===== src/rtl/dffram_arbiter.sv =====
// Round-robin arbiter sharing one single-port DFFRAM between a CPU port (p0) and a DMA port (p1).
// All RAM controls are registered; ack/rdata are decoded from state, last grant and ram_do.
//
// state    | meaning
// ---------+----------------------------------------------------------
// S_IDLE   | no access in flight; grant any requester
// S_ACCESS | RAM controls valid, RAM samples at the end of this cycle
// S_ACK    | ack the active port; may grant the other port directly

module dffram_arbiter #(
    parameter int COLS = 1,
    localparam int A_WIDTH = 8 + $clog2(COLS)
) (
    input  logic               CLK,
    input  logic               resetn,
    input  logic               p0_req,
    input  logic [3:0]         p0_we,
    input  logic [A_WIDTH-1:0] p0_addr,
    input  logic [31:0]        p0_wdata,
    output logic               p0_ack,
    output logic [31:0]        p0_rdata,
    input  logic               p1_req,
    input  logic [3:0]         p1_we,
    input  logic [A_WIDTH-1:0] p1_addr,
    input  logic [31:0]        p1_wdata,
    output logic               p1_ack,
    output logic [31:0]        p1_rdata,
    output logic               ram_en,
    output logic [3:0]         ram_we,
    output logic [A_WIDTH-1:0] ram_a,
    output logic [31:0]        ram_di,
    input  logic [31:0]        ram_do
);

    typedef enum logic [1:0] {
        S_IDLE   = 2'd0,
        S_ACCESS = 2'd1,
        S_ACK    = 2'd2
    } state_t;

    state_t             state_q, state_d;
    logic               last_q, last_d;
    logic               ram_en_q, ram_en_d;
    logic [3:0]         ram_we_q, ram_we_d;
    logic [A_WIDTH-1:0] ram_a_q, ram_a_d;
    logic [31:0]        ram_di_q, ram_di_d;
    logic               grant;
    logic               win;

    always_comb begin
        state_d  = state_q;
        last_d   = last_q;
        ram_en_d = ram_en_q;
        ram_we_d = ram_we_q;
        ram_a_d  = ram_a_q;
        ram_di_d = ram_di_q;
        grant    = 1'b0;
        win      = 1'b0;

        case (state_q)
            S_IDLE: begin
                ram_en_d = 1'b0;
                ram_we_d = 4'h0;
                if (p0_req || p1_req) begin
                    grant = 1'b1;
                    win   = (p0_req && p1_req) ? ~last_q : p1_req;
                end
            end
            S_ACCESS: begin
                ram_en_d = 1'b0;
                ram_we_d = 4'h0;
                state_d  = S_ACK;
            end
            S_ACK: begin
                ram_en_d = 1'b0;
                ram_we_d = 4'h0;
                state_d  = S_IDLE;
                // The acked port still holds req this cycle, so only the other port counts.
                if (last_q ? p0_req : p1_req) begin
                    grant = 1'b1;
                    win   = ~last_q;
                end
            end
            default: begin
                ram_en_d = 1'b0;
                ram_we_d = 4'h0;
                state_d  = S_IDLE;
            end
        endcase

        if (grant) begin
            state_d  = S_ACCESS;
            last_d   = win;
            ram_en_d = 1'b1;
            ram_we_d = win ? p1_we    : p0_we;
            ram_a_d  = win ? p1_addr  : p0_addr;
            ram_di_d = win ? p1_wdata : p0_wdata;
        end
    end

    always_ff @(posedge CLK or negedge resetn) begin
        if (!resetn) begin
            state_q  <= S_IDLE;
            last_q   <= 1'b1;
            ram_en_q <= 1'b0;
            ram_we_q <= 4'h0;
            ram_a_q  <= '0;
            ram_di_q <= 32'h0;
        end else begin
            state_q  <= state_d;
            last_q   <= last_d;
            ram_en_q <= ram_en_d;
            ram_we_q <= ram_we_d;
            ram_a_q  <= ram_a_d;
            ram_di_q <= ram_di_d;
        end
    end

    assign ram_en   = ram_en_q;
    assign ram_we   = ram_we_q;
    assign ram_a    = ram_a_q;
    assign ram_di   = ram_di_q;

    assign p0_ack   = (state_q == S_ACK) && !last_q;
    assign p1_ack   = (state_q == S_ACK) &&  last_q;
    assign p0_rdata = p0_ack ? ram_do : 32'h0;
    assign p1_rdata = p1_ack ? ram_do : 32'h0;

endmodule


===== config.mk =====
export PLATFORM = sky130hd
export DESIGN_NAME = dffram_arbiter
export DESIGN_NICKNAME = d
export VERILOG_FILES = /design/src/rtl/dffram_arbiter.sv
export SDC_FILE = /design/constraint.sdc
export NUM_CORES = 1
export LEC_CHECK = 0
export ABC_AREA = 1
export BUFFER_PORTS_ARGS = -buffer_cell sky130_fd_sc_hd__buf_2
export CORE_AREA = 2 2 91 93
export CTS_CLUSTER_DIAMETER = 60
export DETAILED_ROUTE_END_ITERATION = 10
export DIE_AREA = 0 0 93 95
export PLACE_DENSITY = 0.76
export SKIP_LAST_GASP = 1
export SLEW_MARGIN = 20
export SYNTH_ARGS = -nofsm -noshare
export SYNTH_HDL_FRONTEND = slang
export SYNTH_SLANG_ARGS = --single-unit

===== constraint.sdc =====
create_clock -name CLK -period 1.6 [get_ports CLK]
set_input_delay 0 -clock CLK [delete_from_list [all_inputs] [get_ports CLK]]
set_output_delay 0 -clock CLK [all_outputs]
set_load 0.03 [all_outputs]

==> flow_summary.yaml <==
grt:
  grt.total_usage_pct: 25.5
  grt_pass1_wl_um: 17900
  grt_max_degree: 46
  grt_pass1_vias: 3971
  antenna_found_initial: 1
  grt_overflow: 0
finish:
  n_fill_cell: 662
  final_cell_mix: "buf_2 (175), nand3_1 (121), inv_1 (115)"
  final_common_cell: "buf_2"
  multiInputGateArea_mm2: 0.00135
  fin_nets: 885
  regArea_mm2: 0.00120
  area_growth_pct: 65.8
  instances_no_fill: 867
  drive_gt1_share_pct: 37.8
  final_util_pct: 65.4
  antenna_cells: 0
  final_area_mm2: 0.00518
placement:
  port_buffers: 234
  dp_hpwl_um: 7810
  dpl.cell_count: 815
  place.gp.congestion: 0.862
  place_area_mm2: 0.00440
setup_path:
  cp-start-kind: "flip-flop"
  r2r-start: "last_q"
  required_ps: 1600
  r2r_cells: 6
  regToRegSetupSlack_ps: 60
  crit_fanout: 16
  end_kind: "output port"
  timing.rr.end: "ram_a[6]"
  crit_arrival_ps: 1600
  critPathKind: "flip-flop to output port"
yosys:
  synth_cell_types: 17
  synth-compound-area-share_pct: 0.921
  synth_top_family_by_area: "simple AND/OR/NAND/NOR gates"
  synthMuxAreaShare_pct: 0
  synthAdderAreaFrac_pct: 0
  ys_seq_elements: 48
  ys_warn_count: 0
  avgSynthCellArea_um2: 6.35
  synth_xor_area_share_pct: 0
  syn_nets: 616
  yosysSeqAreaShare_pct: 38.5
  synth_simple_gate_area_share_pct: 40.4
  syn-cell-area_mm2: 0.00313
  synth_cells: 492
floorplanning:
  die-area_mm2: 0.00884
  die_w_um: 93
  die_h_um: 95
  core.rowCount: 33
  pin_count: 235
  design.core.area_mm2: 0.00793
  floorplan.initialDensity_pct: 39.4
timing:
  hold_ws_ps: -1.65
  tightest_slew_ps: 422
  slew_headroom_pct: 71.9
  layout_min_cycle_time_ps: 1600
  slew_viol_final: 0
  finClkSkew_ps: 4.81
  timing.fmax_mhz: 626
  fin_crit_sh_pct: 99.8
  rsz0062_at_grt: "yes"
  finalHoldViolCount: 1
  setup_viol: 0
pwr:
  power_density_mw_per_mm2: 1730
  p_total_uw: 8970
  leakage_uw: 0.00327
  max-vdd-ir-drop_v: 0.000940
route:
  postRouteAntennaNets: 0
  drt-total-wl_um: 12000
  routed-via-count: 4218
  drtIter0Drc: 206
  routedWlPerCell_um: 13.9
  firstDrtPassIters: 5
  viasPerCell: 4.87
  drc: 0
clocking:
  cts_max_level: 2
  cts_tree: "done"
  clock-sinks: 48
  cts_buffer_depth: 2
  cts_made_buffers: 5
  clk_transition_reported_paths_ps: 90
  clock_latency_ps: 300
  root_buffer: "clkbuf_8"
min_path:
  worstHoldStart: "p1_wdata[16]"
  min_to: "ram_di[16]"
  whs_path_depth: 5
  hp-class: "primary input to flip-flop"
run:
  cap_viol_max_count: 0
run_status:
  run_status: "complete, but fails checks"
  violations: "negative hold slack"
[synth_stat cells]
library cell	n	area share, %
nand3_1	121	19
inv_1	116	14
nand2_1	86	10
nor2_1	77	9.2
dfrtp_1	47	38
buf_2	19	3.0
buf_4	4	0.96
buf_6	4	1.4
inv_2	4	0.48
o21ai_0	4	0.64
clkbuf_1	3	0.36
nand2_2	2	0.40
dfstp_2	1	0.84
nand2_4	1	0.36
nand3_2	1	0.32
nor2_4	1	0.36
o21ai_2	1	0.28
[area by class of cell]
class	count	share of cell area, %
Timing Repair Buffer	290	36.6
Multi-Input combinational cell	294	26.1
Sequential cell	48	23.2
Inverter	120	9.08
Tap cell	105	2.54
Clock buffer	5	1.33
Clock inverter	3	0.821
Timing Repair inverter	2	0.338
[through the flow]
step	worst slack, ps	hold slack (ps)	TNS, ps
CTS	-33.0	0.974	-364
finish	2.50	-1.65	0
global placement	198	-43.0	0
detailed placement	120	-42.4	0
global route	-68.4	24.1	-1190
floorplan	-5.45	-296	-164
[logic make-up (layout without fill, tap and decap cells)]
kind of cell,Yosys count,in the layout
buf+inv,150,420
compound gates,5,5
simple gates,289,289
flops,48,48
[worst max path at each step]
stage,start,endpoint,slack (ps),cells past startpoint
floorplan,last_q,p1_rdata[10],-5,5
global placement,last_q,last_q,200,7
detailed placement,state_q[0],ram_di[28],120,7
CTS,state_q[0],p0_rdata[31],-30,6
global route,state_q[1],p1_rdata[28],-70,8
finish,last_q,p1_rdata[21],3,6
[metal layers]
metal  global-route usage [%]  part of all wire (%)  vias to the layer above
met4                     10.9                   2.7                        2
met5                        0                  0.11                        -
met2                     46.5                    53                      235
met1                     29.3                    37                     1945
met3                     4.55                   7.3                       35
li1                         -                     -                     2001
[registers in the layout, summed over array words and instances (netlist names)]
signal	cells
state_q	2
ram_a	8
last_q	1
ram_di	32
ram_en	1
ram_we	4
[worst max-delay path, cell delays in order, from the launching register on]
cell     delay [ps]
dfstp_2         600
inv_2            70
nor2_4          100
buf_12          140
inv_6            70
nor2_1          130
buf_4           180
[where the power goes]
part	internal (µW)	switching [µW]	total [µW]	leakage (µW)
logic	1910	3960	5870	0.00264
registers	1850	358	2210	0.000585
clock network	463	422	885	0.0000541
[timing repair]
item,4_1_cts,5_1_grt
gates resized for setup,19,106
endpoints found under the setup margin,64,74
hold buffers,39,0
pin swaps,0,2
buffers inserted,0,3
endpoints found under the hold margin,51,0
cloned,0,2
Note: power is estimated with default switching activity, not from simulation.
